==> src/rtl/narrow_axi_init_master_if.sv <==
// Command/response stream plus single-beat AXI4 bus of narrow_axi_init_master.
// master: the manager side (the design); slave: the command source and AXI subordinate.
interface narrow_axi_init_master_if #(
    parameter int unsigned AddrWidth = 48,
    parameter int unsigned DataWidth = 64
);
    localparam int unsigned StrbWidth = DataWidth / 8;

    logic                 cmd_valid_i;
    logic                 cmd_ready_o;
    logic                 cmd_write_i;
    logic [AddrWidth-1:0] cmd_addr_i;
    logic [DataWidth-1:0] cmd_data_i;
    logic [StrbWidth-1:0] cmd_strb_i;

    logic                 rsp_valid_o;
    logic                 rsp_ready_i;
    logic [DataWidth-1:0] rsp_data_o;
    logic [1:0]           rsp_resp_o;

    logic                 aw_valid_o;
    logic                 aw_ready_i;
    logic [AddrWidth-1:0] aw_addr_o;

    logic                 w_valid_o;
    logic                 w_ready_i;
    logic [DataWidth-1:0] w_data_o;
    logic [StrbWidth-1:0] w_strb_o;
    logic                 w_last_o;

    logic                 b_valid_i;
    logic                 b_ready_o;
    logic [1:0]           b_resp_i;

    logic                 ar_valid_o;
    logic                 ar_ready_i;
    logic [AddrWidth-1:0] ar_addr_o;

    logic                 r_valid_i;
    logic                 r_ready_o;
    logic [DataWidth-1:0] r_data_i;
    logic [1:0]           r_resp_i;

    modport master (
        input  cmd_valid_i, cmd_write_i, cmd_addr_i, cmd_data_i, cmd_strb_i,
        output cmd_ready_o,
        output rsp_valid_o, rsp_data_o, rsp_resp_o,
        input  rsp_ready_i,
        output aw_valid_o, aw_addr_o,
        input  aw_ready_i,
        output w_valid_o, w_data_o, w_strb_o, w_last_o,
        input  w_ready_i,
        input  b_valid_i, b_resp_i,
        output b_ready_o,
        output ar_valid_o, ar_addr_o,
        input  ar_ready_i,
        input  r_valid_i, r_data_i, r_resp_i,
        output r_ready_o
    );

    modport slave (
        output cmd_valid_i, cmd_write_i, cmd_addr_i, cmd_data_i, cmd_strb_i,
        input  cmd_ready_o,
        input  rsp_valid_o, rsp_data_o, rsp_resp_o,
        output rsp_ready_i,
        input  aw_valid_o, aw_addr_o,
        output aw_ready_i,
        input  w_valid_o, w_data_o, w_strb_o, w_last_o,
        output w_ready_i,
        output b_valid_i, b_resp_i,
        input  b_ready_o,
        input  ar_valid_o, ar_addr_o,
        output ar_ready_i,
        output r_valid_i, r_data_i, r_resp_i,
        input  r_ready_o
    );
endinterface

==> src/rtl/narrow_axi_init_master.sv <==
// Single-outstanding AXI4 manager: turns a read/write command stream into
// single-beat AXI4 transactions and returns one response per command.
// Optional macro NARROW_AXI_INIT_TIMEOUT_EN: abort a B/R wait after
// TimeoutCycles cycles with an SLVERR response.
module narrow_axi_init_master #(
    parameter int unsigned AddrWidth     = 48,
    parameter int unsigned DataWidth     = 64,
    parameter int unsigned TimeoutCycles = 1024
) (
    input logic                       clk_i,
    input logic                       rst_i,
    narrow_axi_init_master_if.master  bus
);
    localparam int unsigned StrbWidth = DataWidth / 8;

    // Reject a zero timeout at elaboration; the abort path needs at least one wait cycle.
    if (TimeoutCycles < 1) begin : g_bad_timeout
        $error("TimeoutCycles must be >= 1");
    end

    typedef enum logic [2:0] {IDLE, WR, WB, RD, RR, RSP} state_e;

    state_e               state_q, state_d;
    logic                 cmd_ready_q, cmd_ready_d;
    logic                 aw_valid_q, aw_valid_d;
    logic                 w_valid_q, w_valid_d;
    logic                 b_ready_q, b_ready_d;
    logic                 ar_valid_q, ar_valid_d;
    logic                 r_ready_q, r_ready_d;
    logic                 rsp_valid_q, rsp_valid_d;
    logic [AddrWidth-1:0] addr_q, addr_d;
    logic [DataWidth-1:0] data_q, data_d;
    logic [StrbWidth-1:0] strb_q, strb_d;
    logic [DataWidth-1:0] rsp_data_q, rsp_data_d;
    logic [1:0]           rsp_resp_q, rsp_resp_d;
    logic                 timeout_c;

`ifdef NARROW_AXI_INIT_TIMEOUT_EN
    localparam int unsigned TimerWidth = (TimeoutCycles > 1) ? $clog2(TimeoutCycles) : 1;

    logic [TimerWidth-1:0] timer_q, timer_d;

    // Wait-cycle counter: zero outside WB/RR, so it restarts on every entry.
    always_comb begin
        timer_d = '0;
        if (state_q == WB || state_q == RR) begin
            timer_d = timer_q + TimerWidth'(1);
        end
    end

    // Timer register.
    always_ff @(posedge clk_i or posedge rst_i) begin
        if (rst_i) begin
            timer_q <= '0;
        end else begin
            timer_q <= timer_d;
        end
    end

    assign timeout_c = (timer_q == TimerWidth'(TimeoutCycles - 1));
`else
    assign timeout_c = 1'b0;
`endif

    // Next-state and next-output logic; every output is a flop loaded from here.
    always_comb begin
        state_d     = state_q;
        cmd_ready_d = cmd_ready_q;
        aw_valid_d  = aw_valid_q;
        w_valid_d   = w_valid_q;
        b_ready_d   = b_ready_q;
        ar_valid_d  = ar_valid_q;
        r_ready_d   = r_ready_q;
        rsp_valid_d = rsp_valid_q;
        addr_d      = addr_q;
        data_d      = data_q;
        strb_d      = strb_q;
        rsp_data_d  = rsp_data_q;
        rsp_resp_d  = rsp_resp_q;

        case (state_q)
            IDLE: begin
                cmd_ready_d = 1'b1;
                if (bus.cmd_valid_i && cmd_ready_q) begin
                    cmd_ready_d = 1'b0;
                    addr_d      = bus.cmd_addr_i;
                    data_d      = bus.cmd_data_i;
                    strb_d      = bus.cmd_strb_i;
                    if (bus.cmd_write_i) begin
                        aw_valid_d = 1'b1;
                        w_valid_d  = 1'b1;
                        state_d    = WR;
                    end else begin
                        ar_valid_d = 1'b1;
                        state_d    = RD;
                    end
                end
            end
            WR: begin
                // The valid flops double as the not-yet-sent flags for AW and W.
                if (aw_valid_q && bus.aw_ready_i) begin
                    aw_valid_d = 1'b0;
                end
                if (w_valid_q && bus.w_ready_i) begin
                    w_valid_d = 1'b0;
                end
                if (!aw_valid_d && !w_valid_d) begin
                    b_ready_d = 1'b1;
                    state_d   = WB;
                end
            end
            WB: begin
                if (b_ready_q && bus.b_valid_i) begin
                    b_ready_d   = 1'b0;
                    rsp_valid_d = 1'b1;
                    rsp_data_d  = '0;
                    rsp_resp_d  = bus.b_resp_i;
                    state_d     = RSP;
                end else if (timeout_c) begin
                    b_ready_d   = 1'b0;
                    rsp_valid_d = 1'b1;
                    rsp_data_d  = '0;
                    rsp_resp_d  = 2'd2;
                    state_d     = RSP;
                end
            end
            RD: begin
                if (ar_valid_q && bus.ar_ready_i) begin
                    ar_valid_d = 1'b0;
                    r_ready_d  = 1'b1;
                    state_d    = RR;
                end
            end
            RR: begin
                if (r_ready_q && bus.r_valid_i) begin
                    r_ready_d   = 1'b0;
                    rsp_valid_d = 1'b1;
                    rsp_data_d  = bus.r_data_i;
                    rsp_resp_d  = bus.r_resp_i;
                    state_d     = RSP;
                end else if (timeout_c) begin
                    r_ready_d   = 1'b0;
                    rsp_valid_d = 1'b1;
                    rsp_data_d  = '0;
                    rsp_resp_d  = 2'd2;
                    state_d     = RSP;
                end
            end
            RSP: begin
                if (bus.rsp_ready_i) begin
                    rsp_valid_d = 1'b0;
                    cmd_ready_d = 1'b1;
                    state_d     = IDLE;
                end
            end
            default: begin
                state_d = IDLE;
            end
        endcase
    end

    // State and output registers; reset drops any transaction in flight.
    always_ff @(posedge clk_i or posedge rst_i) begin
        if (rst_i) begin
            state_q     <= IDLE;
            cmd_ready_q <= 1'b0;
            aw_valid_q  <= 1'b0;
            w_valid_q   <= 1'b0;
            b_ready_q   <= 1'b0;
            ar_valid_q  <= 1'b0;
            r_ready_q   <= 1'b0;
            rsp_valid_q <= 1'b0;
            addr_q      <= '0;
            data_q      <= '0;
            strb_q      <= '0;
            rsp_data_q  <= '0;
            rsp_resp_q  <= '0;
        end else begin
            state_q     <= state_d;
            cmd_ready_q <= cmd_ready_d;
            aw_valid_q  <= aw_valid_d;
            w_valid_q   <= w_valid_d;
            b_ready_q   <= b_ready_d;
            ar_valid_q  <= ar_valid_d;
            r_ready_q   <= r_ready_d;
            rsp_valid_q <= rsp_valid_d;
            addr_q      <= addr_d;
            data_q      <= data_d;
            strb_q      <= strb_d;
            rsp_data_q  <= rsp_data_d;
            rsp_resp_q  <= rsp_resp_d;
        end
    end

    assign bus.cmd_ready_o = cmd_ready_q;
    assign bus.aw_valid_o  = aw_valid_q;
    assign bus.aw_addr_o   = addr_q;
    assign bus.w_valid_o   = w_valid_q;
    assign bus.w_data_o    = data_q;
    assign bus.w_strb_o    = strb_q;
    assign bus.w_last_o    = w_valid_q;
    assign bus.b_ready_o   = b_ready_q;
    assign bus.ar_valid_o  = ar_valid_q;
    assign bus.ar_addr_o   = addr_q;
    assign bus.r_ready_o   = r_ready_q;
    assign bus.rsp_valid_o = rsp_valid_q;
    assign bus.rsp_data_o  = rsp_data_q;
    assign bus.rsp_resp_o  = rsp_resp_q;
endmodule
==> src/flat_wrapper.sv <==
// flat-port wrapper written by rule: the top's interface ports become plain ports
module narrow_axi_init_master_flat 
#(
    parameter int unsigned AddrWidth     = 48,
    parameter int unsigned DataWidth     = 64,
    parameter int unsigned TimeoutCycles = 1024
)
  (clk_i, rst_i, bus_cmd_valid_i, bus_cmd_write_i, bus_cmd_addr_i, bus_cmd_data_i, bus_cmd_strb_i, bus_cmd_ready_o, bus_rsp_valid_o, bus_rsp_data_o, bus_rsp_resp_o, bus_rsp_ready_i, bus_aw_valid_o, bus_aw_addr_o, bus_aw_ready_i, bus_w_valid_o, bus_w_data_o, bus_w_strb_o, bus_w_last_o, bus_w_ready_i, bus_b_valid_i, bus_b_resp_i, bus_b_ready_o, bus_ar_valid_o, bus_ar_addr_o, bus_ar_ready_i, bus_r_valid_i, bus_r_data_i, bus_r_resp_i, bus_r_ready_o);
  narrow_axi_init_master_if #(.AddrWidth(AddrWidth), .DataWidth(DataWidth)) bus_i ();
  input logic clk_i;
  input logic rst_i;
  input wire logic [$bits(bus_i.cmd_valid_i)-1:0] bus_cmd_valid_i;
  input wire logic [$bits(bus_i.cmd_write_i)-1:0] bus_cmd_write_i;
  input wire logic [$bits(bus_i.cmd_addr_i)-1:0] bus_cmd_addr_i;
  input wire logic [$bits(bus_i.cmd_data_i)-1:0] bus_cmd_data_i;
  input wire logic [$bits(bus_i.cmd_strb_i)-1:0] bus_cmd_strb_i;
  output wire logic [$bits(bus_i.cmd_ready_o)-1:0] bus_cmd_ready_o;
  output wire logic [$bits(bus_i.rsp_valid_o)-1:0] bus_rsp_valid_o;
  output wire logic [$bits(bus_i.rsp_data_o)-1:0] bus_rsp_data_o;
  output wire logic [$bits(bus_i.rsp_resp_o)-1:0] bus_rsp_resp_o;
  input wire logic [$bits(bus_i.rsp_ready_i)-1:0] bus_rsp_ready_i;
  output wire logic [$bits(bus_i.aw_valid_o)-1:0] bus_aw_valid_o;
  output wire logic [$bits(bus_i.aw_addr_o)-1:0] bus_aw_addr_o;
  input wire logic [$bits(bus_i.aw_ready_i)-1:0] bus_aw_ready_i;
  output wire logic [$bits(bus_i.w_valid_o)-1:0] bus_w_valid_o;
  output wire logic [$bits(bus_i.w_data_o)-1:0] bus_w_data_o;
  output wire logic [$bits(bus_i.w_strb_o)-1:0] bus_w_strb_o;
  output wire logic [$bits(bus_i.w_last_o)-1:0] bus_w_last_o;
  input wire logic [$bits(bus_i.w_ready_i)-1:0] bus_w_ready_i;
  input wire logic [$bits(bus_i.b_valid_i)-1:0] bus_b_valid_i;
  input wire logic [$bits(bus_i.b_resp_i)-1:0] bus_b_resp_i;
  output wire logic [$bits(bus_i.b_ready_o)-1:0] bus_b_ready_o;
  output wire logic [$bits(bus_i.ar_valid_o)-1:0] bus_ar_valid_o;
  output wire logic [$bits(bus_i.ar_addr_o)-1:0] bus_ar_addr_o;
  input wire logic [$bits(bus_i.ar_ready_i)-1:0] bus_ar_ready_i;
  input wire logic [$bits(bus_i.r_valid_i)-1:0] bus_r_valid_i;
  input wire logic [$bits(bus_i.r_data_i)-1:0] bus_r_data_i;
  input wire logic [$bits(bus_i.r_resp_i)-1:0] bus_r_resp_i;
  output wire logic [$bits(bus_i.r_ready_o)-1:0] bus_r_ready_o;
  assign bus_i.cmd_valid_i = bus_cmd_valid_i;
  assign bus_i.cmd_write_i = bus_cmd_write_i;
  assign bus_i.cmd_addr_i = bus_cmd_addr_i;
  assign bus_i.cmd_data_i = bus_cmd_data_i;
  assign bus_i.cmd_strb_i = bus_cmd_strb_i;
  assign bus_cmd_ready_o = bus_i.cmd_ready_o;
  assign bus_rsp_valid_o = bus_i.rsp_valid_o;
  assign bus_rsp_data_o = bus_i.rsp_data_o;
  assign bus_rsp_resp_o = bus_i.rsp_resp_o;
  assign bus_i.rsp_ready_i = bus_rsp_ready_i;
  assign bus_aw_valid_o = bus_i.aw_valid_o;
  assign bus_aw_addr_o = bus_i.aw_addr_o;
  assign bus_i.aw_ready_i = bus_aw_ready_i;
  assign bus_w_valid_o = bus_i.w_valid_o;
  assign bus_w_data_o = bus_i.w_data_o;
  assign bus_w_strb_o = bus_i.w_strb_o;
  assign bus_w_last_o = bus_i.w_last_o;
  assign bus_i.w_ready_i = bus_w_ready_i;
  assign bus_i.b_valid_i = bus_b_valid_i;
  assign bus_i.b_resp_i = bus_b_resp_i;
  assign bus_b_ready_o = bus_i.b_ready_o;
  assign bus_ar_valid_o = bus_i.ar_valid_o;
  assign bus_ar_addr_o = bus_i.ar_addr_o;
  assign bus_i.ar_ready_i = bus_ar_ready_i;
  assign bus_i.r_valid_i = bus_r_valid_i;
  assign bus_i.r_data_i = bus_r_data_i;
  assign bus_i.r_resp_i = bus_r_resp_i;
  assign bus_r_ready_o = bus_i.r_ready_o;
  narrow_axi_init_master #(.AddrWidth(AddrWidth), .DataWidth(DataWidth), .TimeoutCycles(TimeoutCycles)) u_core (.clk_i(clk_i), .rst_i(rst_i), .bus(bus_i));
endmodule
==> config.mk <==
export PLATFORM = sky130hd
export DESIGN_NAME = narrow_axi_init_master_flat
export DESIGN_NICKNAME = d
export VERILOG_FILES = /design/src/rtl/narrow_axi_init_master_if.sv /design/src/rtl/narrow_axi_init_master.sv /design/src/flat_wrapper.sv
export SDC_FILE = /design/constraint.sdc
export NUM_CORES = 1
export LEC_CHECK = 0
export ABC_AREA = 1
export CAP_MARGIN = 20
export CORE_AREA = 4 4 169 171
export CTS_BUF_LIST = sky130_fd_sc_hd__clkbuf_2
export CTS_CLUSTER_SIZE = 8
export DETAILED_ROUTE_END_ITERATION = 6
export DIE_AREA = 0 0 173 175
export PLACE_DENSITY = 0.68
export SLEW_MARGIN = 0
export SYNTH_ARGS = -nofsm -noshare
export SYNTH_HDL_FRONTEND = slang
export SYNTH_SLANG_ARGS = --single-unit
==> constraint.sdc <==
create_clock -name clk_i -period 8.6 [get_ports clk_i]
set_input_delay 1.72 -clock clk_i [delete_from_list [all_inputs] [get_ports clk_i]]
set_output_delay 1.72 -clock clk_i [all_outputs]
set_load 0.005 [all_outputs]
Word-level counts from Yosys, hierarchy flattened
Index checks and enable logic that the tools add are counted.
{"block": "classes", "n_eq_ne": 13, "muxes": 39, "reduce_logical": 26}
{"operator": "2-to-1 mux 64 bit", "n": 2}
{"operator": "case mux 64 bit (2 select lines)", "n": 1}
{"operator": "2-to-1 mux 1 bit", "n": 18}
{"operator": "2-to-1 mux 3 bit", "n": 6}
{"operator": "case mux 3 bit (6 select lines)", "n": 1}
{"operator": "case mux 1 bit (2 select lines)", "n": 6}
{"operator": "AND reduction 3 bit", "n": 4}
{"operator": "nonzero test 2 bit", "n": 6}
{"operator": "!= test 2 x 1 -> 1 bit (second input constant)", "n": 5}
{"operator": "AND reduction 4 bit", "n": 2}
{"operator": "logical AND 1 bit", "n": 7}
{"operator": "equality test 3 x 2 -> 1 bit (second input constant)", "n": 2}
{"operator": "equality test 3 bit (second input constant)", "n": 2}
{"operator": "2-to-1 mux 2 bit", "n": 3}
{"operator": "!= test 2 bit (second input constant)", "n": 3}
{"operator": "AND reduction 6 bit", "n": 1}
{"operator": "case mux 2 bit (2 select lines)", "n": 1}
{"operator": "AND reduction 2 bit", "n": 2}
{"operator": "equality test 3 x 1 -> 1 bit (second input constant)", "n": 1}
{"operator": "zero test 3 bit", "n": 1}
{"operator": "case mux 1 bit (3 select lines)", "n": 1}
{"operator": "nonzero test 3 bit", "n": 1}
{"operator": "zero test 1 bit", "n": 2}
{"block": "totals", "reg_bits": 196, "input_bits": 198, "out_inout_bits": 242, "word_cells": 91}

Depth between registers and ports, before layout
{"block": "logic_depth", "depth_word": 7, "depth_mapped": 10, "ltp_nobuf": 9}

Least setup slack after synthesis
No wires, ideal clock.
{"block": "synth_path", "path_kind": "input port to flip-flop", "start": "input port bus_cmd_valid_i", "end": "register u_core.state_q[1]", "setup_ns": 0.117, "arrival_ns": 2.502, "required_ns": 8.483, "setup_slack_ns": 5.981, "cell_stages": 8, "path_buffers": 1, "path_cell_list": "nand2_1 buf_2 nand3_1 nand2_1 nor2_1 nand2_1 nand2_1 nand2_1"}
{"block": "synth_between", "elab_chain_len": 3}
{"element": "start: declaration", "line_no": "flat_wrapper.sv:12", "rtl": "input wire logic [$bits(bus_i.cmd_valid_i)-1:0] bus_cmd_valid_i;"}
{"element": "logical AND 1 bit", "line_no": "narrow_axi_init_master.sv:84", "rtl": "if (bus.cmd_valid_i && cmd_ready_q) begin"}
{"element": "!= test 2 x 1 -> 1 bit (no line)"}
{"element": "AND reduction 6 bit (no line)"}
{"element": "end signal: assignment", "line_no": "narrow_axi_init_master.sv:179", "rtl": "state_q <= state_d;"}
{"element": "end: declaration", "line_no": "narrow_axi_init_master.sv:23", "rtl": "state_e state_q, state_d;"}
Every way passes these cells.
A chain may end at the register's enable or synchronous reset.

Final worst setup path
{"block": "layout_path", "start": "input port bus_cmd_valid_i", "end": "register u_core.addr_q[16] (netlist: u_core.bus.ar_addr_o[16])"}
{"block": "layout_between", "elab_chain_len": 2}
{"element": "logical AND 1 bit", "line_no": "narrow_axi_init_master.sv:84"}
{"element": "AND reduction 2 bit (no line)"}
{"element": "end signal: assignment", "line_no": "narrow_axi_init_master.sv:187", "rtl": "addr_q <= addr_d;"}
{"element": "end: declaration", "line_no": "narrow_axi_init_master.sv:31", "rtl": "logic [AddrWidth-1:0] addr_q, addr_d;"}
Every way passes these cells.

==> run_results.csv <==
group,metric,value,unit
placed_design,dp_cells,1625,
worst_setup_path,crit_arrival,4420,ps
status,status,"finished, final reports clean",
clocking,cts_setup_buffers,0,
final_layout,fin_cells,1661,
synth,seq_area_frac_synth,0.599,
sta,slew_headroom,0.348,
sta,hold_viol_final,0,
global_routing,grt_first_pass_wirelength,42300,um
floorplan,core_area,26900,um2
clocking,clk_latency,760,ps
drt,drc,0,
pwr,peakVddDrop,0.0729,mV
clocking,clkTransAtPathRegs,280,ps
worst_setup_path,crit_buf_inv,3,
worst_setup_path,worstPathMaxFanout,90,
clocking,cts.repair.resized,0,
synth,synth-seq-cells,196,
floorplan,io_pins,440,
pwr,clkPwrFrac,0.302,
drt,ant_nets,0,
clocking,cts_buffer_depth,2,
global_routing,grt_max_degree,128,
clocking,hold_buffers,0,
clocking,clock-sinks,196,
sta,setup_viol,0,
clocking,cts_tree,"built",
sta,max_freq,0.267,GHz
global_routing,grt_pass1_vias,7314,
synth,synth_area,8190,um2
sta,setup_tns,0,ps
pwr,p_sw,0.400,mW
pwr,p_leak,6.31,nW
sta,finalClockSkew,42.4,ps
synth,synth_top_area_frac,0.599,
pwr,powerDensity,118,nW/um2
worst_setup_path,crit_path_start_kind,"input pin",
worst_setup_path,path_cells,"clkdlybuf4s50_1 -> nand2_4 -> buf_4 -> nor2_4 -> buf_4 -> nand2_1 -> nand2_1",
worst_setup_path,ff2ff_setup_slack,5780,ps
sta,period_share,0.436,
sta,drv_slew,0,
drt,wl_per_cell,16.7,um
sta,tightest_slew,978,ps
synth,ys_types,22,
placed_design,place_congestion,0.811,
synth,syn-num-nets,1140,
synth,synth_area_leaders,"dfrtp_1 (60%), nand2_1 (22%), o21ai_0 (7.4%), buf_4 (5.9%), clkbuf_1 (1.2%)",
job,timing.max_cap.violations,0,
clocking,numCtsBuffers,17,
worst_setup_path,critical-path-max-stage-delay,780,ps
synth,syn_avg_cell_area,8.69,um2
placed_design,post-place-ws,4150,ps
synth,synth_warnings,0,
floorplan,dieArea,30300,um2
pwr,power_frac_comb,0.081,
worst_setup_path,cp_top_family,"buffers and inverters",
worst_setup_path,crit_path_end_kind,"flop",
placed_design,dp_hpwl,19800,um
clocking,cts.htree.levels,4,
worst_setup_path,critPathRequiredTime,9270,ps
global_routing,grt_overflow,0,
placed_design,portBuffers,439,
drt,via_count,7358,
floorplan,num_rows,60,
drt,wirelength,27700,um
sta,rsz0062_at_grt,"no",
synth,synth_top_area_cell,"dfrtp_1",
worst_setup_path,crit_type,"in -> reg",
sta,timing.final.ws_setup,4850,ps
worst_setup_path,crit_slowest_cell,"buf_4",
floorplan,die-height,175,um
drt,first_iter_violations,372,
floorplan,die_w,173,um
pwr,switching_share,0.267,
sta,fin_crit,3750,ps
worst_hold_path,holdCritPathClass,"reg -> reg",
synth,synth_cells,942,
global_routing,grt_use_total,0.174,
floorplan,initial_core_util,0.305,
final_layout,final_net_count,1501,
pwr,power_frac_seq,0.617,
pwr,p_int,1.10,mW
clocking,cts_root_buffer,"clkbuf_2",
final_layout,drive_gt1_frac,0.0372,
global_routing,antenna_found_initial,3,
drt,viasPerCell,4.43,
drt,first_pass_iters,5,
final_layout,syn_to_final_growth,54.7,%
-- per-layer routing --
layer	share of wire	wire, um	global-route usage
met5	0	0	0
met4	0.014	388	0.0462
met3	0.070	1940	0.0552
met2	0.50	13900	0.300
met1	0.41	11400	0.212
-- tightest hold or removal path: cells and delay by family, from the launching register on --
family           cells  cell delay (ps)
DFF                  1              410
and+or+nand+nor      2               90
-- state kept, by name, indices dropped and copies added (netlist names), 2 cells and up --
register and flops:
u_core.bus.ar_addr_o 48, u_core.state_q 3, u_core.bus.rsp_data_o 64, u_core.bus.rsp_resp_o 2, u_core.bus.w_data_o 64, u_core.bus.w_strb_o 8
-- cells in the mapped netlist (all sizes together) --
cell type / count
a31oi: 1
inv: 16
o21bai: 1
nand4: 2
buf: 78
dfrtp: 196
nor3: 1
o21ai: 121
nand2: 474
clkbuf: 26
nor2: 11
a21boi: 1
nand3: 7
a21oi: 7
-- cells in the final DEF (no fill, tap or decap), types with 3 or more instances in the layout --
master | netlist | routed
a21oi_1 | 7 | 7
buf_4 | 64 | 7
clkbuf_2 | 0 | 18
clkdlybuf4s50_1 | 0 | 439
dfrtp_1 | 196 | 196
diode_2 | 0 | 4
inv_1 | 14 | 13
inv_6 | 0 | 6
inv_8 | 0 | 4
nand2_1 | 472 | 471
nand3_1 | 6 | 6
nor2_1 | 9 | 8
nor2_4 | 1 | 3
o21ai_0 | 121 | 121
-- power groups by stage --
stage	sequential [mW]	clock [mW]	combinational [mW]
3_5_place_dp	0.939	0	0.122
3_3_place_gp	0.939	0	0.122
4_1_cts	0.926	0.480	0.123
6_report	0.926	0.453	0.121
2_1_floorplan	0.940	0	0.0207
5_1_grt	0.927	0.517	0.131
-- kinds of logic (layout without fill, tap and decap cells) --
group / Yosys count / after routing / synth area share
simple gates: 495 / 495 / 0.231
flops: 196 / 196 / 0.599
compound gates: 131 / 131 / 0.0809
buf+inv: 120 / 494 / 0.0887
other cells: 0 / 4 / 0
-- final timing paths --
check                      cells past startpoint                 startpoint                        end
max reg2reg                                    6     u_core.bus.cmd_ready_o   u_core.bus.ar_addr_o[16]
min                                            2  u_core.bus.rsp_data_o[48]  u_core.bus.rsp_data_o[48]
min in group asynchronous                      2                      rst_i  u_core.bus.rsp_data_o[37]
min reg2reg                                    2  u_core.bus.rsp_data_o[48]  u_core.bus.rsp_data_o[48]
max in group asynchronous                      3                      rst_i    u_core.bus.w_data_o[30]
max                                            7            bus_cmd_valid_i   u_core.bus.ar_addr_o[16]
-- area by class of cell --
type                            count  area [um2]
Clock inverter                     14         138
Clock buffer                       18        90.1
Fill cell                        2627       14200
Sequential cell                   196        4900
Antenna cell                        4        10.0
Tap cell                          341         427
Timing Repair Buffer              446        4450
Inverter                           16        67.6
Multi-Input combinational cell    626        2580
-- through the flow --
step	power, mW	hold slack (ps)	util	cell area [um2]
4_1_cts	1.53	515	0.471	12700
5_1_grt	1.57	534	0.471	12700
6_report	1.50	510	0.471	12700
2_1_floorplan	0.960	465	-	8190
3_3_place_gp	1.06	454	0.462	12400
3_5_place_dp	1.06	457	0.462	12400
(Power assumes the default switching activity.)
==> edit (config.mk and constraints unchanged) <==
The option `NARROW_AXI_INIT_TIMEOUT_EN` is turned on by a define.
--- a/src/rtl/narrow_axi_init_master.sv
+++ b/src/rtl/narrow_axi_init_master.sv
@@ -4,2 +4,4 @@
 // TimeoutCycles cycles with an SLVERR response.
+`define NARROW_AXI_INIT_TIMEOUT_EN
+
 module narrow_axi_init_master #(
Formal check against the unedited RTL: same outputs for any inputs over 4 cycles, from zero or initial values and one cycle with rst_i high; that may be too few to reach the edited logic, so the function may still have changed.
==> edit against the unedited design <==
- synthesized area up 9.7%
- die area unchanged
- routed wire length up 7.0%
- worst setup slack gained 220 ps
- sequential cell count up 10
- cell area grew 7.6%
- critical path depth shrank 6
- largest cell class unchanged
Power is not compared: it rests on default switching activity, and its combinational part moved more than twofold at a synthesized area within 25%.
==> edit: results (changes against the unedited design) <==
- Hold path depth: 1 (was 2)
- CP startpoint: u_core.bus.rsp_data_o[50] (was bus_cmd_valid_i)
- Reg2reg path depth: 6 (unchanged)
- Routed length on met3: 2600 um (was 1940 um)
- Family with the most delay on the worst path: buffers and inverters (unchanged)
- Later-pin clock latency in the skew report: 790 ps (was 760 ps)
- Drt via density: 4.64 (was 4.43)
- DR top layer: met5 (was met4)
- Pre-CTS WS: 4450 ps (was 4150 ps)
- Sequential fraction of the synthesis area: 57.4% (was 59.9%)
- Clk buf depth: 3 (was 2)
- Netlist cell types: 26 (was 22)
- Drt pass-1 iters: 4 (was 5)
- Worst path arrival time: 1810 ps (was 4420 ps)
- Share of cells above drive strength 1: 9.01% (was 3.72%)
- Status: finished clean (unchanged)
- Commonest cells post-synth: nand2_1, dfrtp_1, o21ai_0 (unchanged)
- Vias in the first global route: 8,543 (was 7,314)
- Fin Clk Skew: 43.3 ps (was 42.4 ps)
- Final net count: 1,603 (was 1,501)
- Htree depth: 2 (was 4)
- Synth top area cells: dfrtp_1, nand2_1, o21ai_0, buf_4, nand3_2 (was dfrtp_1, nand2_1, o21ai_0, buf_4, clkbuf_1)
- Slowest cell delay on critical path: 580 ps (was 780 ps)
- Largest net degree at the start of global routing: 140 (was 128)
- DP HPWL: 20,600 um (was 19,800 um)
- Sw Share: 36.5%
- WL met1: 11,800 um (was 11,400 um)
- Leak: 6.46 nW
- 1st-iter DRT viols: 456 (was 372)
- First-pass GRT wire length: 46,900 um (was 42,300 um)
- Crit-path slowest cell: clkdlybuf4s50_1 (was buf_4)
- Critical R2R Launch: u_core.state_q[0] (was u_core.bus.cmd_ready_o)
- Clk Tree Root Cell: clkbuf_2 (unchanged)
- Buffers on Ports: 439 (unchanged)
- Met2 WL: 14,600 um (was 13,900 um)
- Net Count, Synth: 1,210 (was 1,140)
- Slew HR: 30.4% (was 34.8%)
- Placer Congestion: 0.827 (was 0.811)
- Hold Path Origin: u_core.timer_q[0] (was u_core.bus.rsp_data_o[48])
- CP Max Fanout: 2 (was 90)
- GRT Util Overall: 18.9% (was 17.4%)
- Hold Path Class: reg2reg (unchanged)
- Clock-pin slew of the registers on the worst-case setup and hold paths: 100 ps (was 280 ps)
- CTS Buf Count: 55 (was 17)
- Drt total wl: 29,600 um (was 27,700 um)
## edit: cell types whose count changed after synthesis, moves of 2 or more
| cell | unedited run | this run |
|---|---|---|
| buf_6 | 3 | 7 |
| buf_4 | 64 | 52 |
| nor2_2 | 1 | 3 |
| inv_1 | 14 | 20 |
| nand3_2 | 1 | 30 |
| nand2_4 | 0 | 3 |
| nor3_1 | 1 | 3 |
| buf_2 | 10 | 22 |
| a21oi_1 | 7 | 10 |
| nand2_1 | 472 | 419 |
| dfrtp_1 | 196 | 206 |
| nor2_1 | 9 | 18 |
| nand3_1 | 6 | 50 |
| o21ai_0 | 121 | 128 |
## edit: cell families after synthesis
logic type | Yosys count | synth area share [%]
AND/OR/NAND/NOR | 533 | 25.9
AO/OA/AOI/OAI | 140 | 7.85
XOR/XNOR | 1 | 0.0976
adder cells (fa/ha/maj) | 1 | 0.139
buffers and inverters | 130 | 8.63
flip-flops | 206 | 57.4
## edit: final timing paths
| kind | end | slack, ps |
|---|---|---|
| max reg2reg | u_core.bus.w_data_o[8] | 5950 |
| max | bus_rsp_data_o[50] | 5070 |
| max in group asynchronous | u_core.bus.w_data_o[10] | 5470 |
| min reg2reg | u_core.timer_q[0] | 470 |
| min in group asynchronous | u_core.bus.w_data_o[5] | 1510 |
| min | u_core.timer_q[0] | 470 |
## edit: per-stage QoR
| stage | hold WS [ps] | std cells | instance area [um2] |
|---|---|---|---|
| floorplan | 433 | 1011 | 8980 |
| detailed placement | 458 | 1688 | 13200 |
| finish | 468 | 1774 | 13600 |
| CTS | 471 | 1772 | 13600 |
| global placement | 449 | 1688 | 13200 |
| global route | 506 | 1774 | 13600 |
## edit: worst register-to-register path: cells and delay by family, from the launching register on
family	cells	cell delay, ps
DFF	1	450
buffers and inverters	1	880
and+or+nand+nor	5	1230
## edit: routing by layer
layer	global-route usage (%)	vias to the layer above
met5	0	-
li1	-	3983
met2	32.1	354
met4	5.39	2
met1	22.7	3845
met3	6.99	44
## edit: power by group through the flow
stage / clock network, mW / registers (mW) / logic, mW
floorplan: 0 / 1.65 / 0.906
global placement: 0 / 1.64 / 2.09
detailed placement: 0 / 1.65 / 2.12
CTS: 0.688 / 1.64 / 2.12
global route: 0.739 / 1.69 / 2.29
finish: 0.649 / 1.64 / 2.09
## edit: final cells by class
type	count	area (um2)
multi-input combinational	675	3070
clock inverter	7	53.8
timing repair buffer	445	4440
inverter	21	86.3
antenna	2	5.00
sequential	206	5150
tap	341	427
fill	2573	13300
clock buffer	77	385
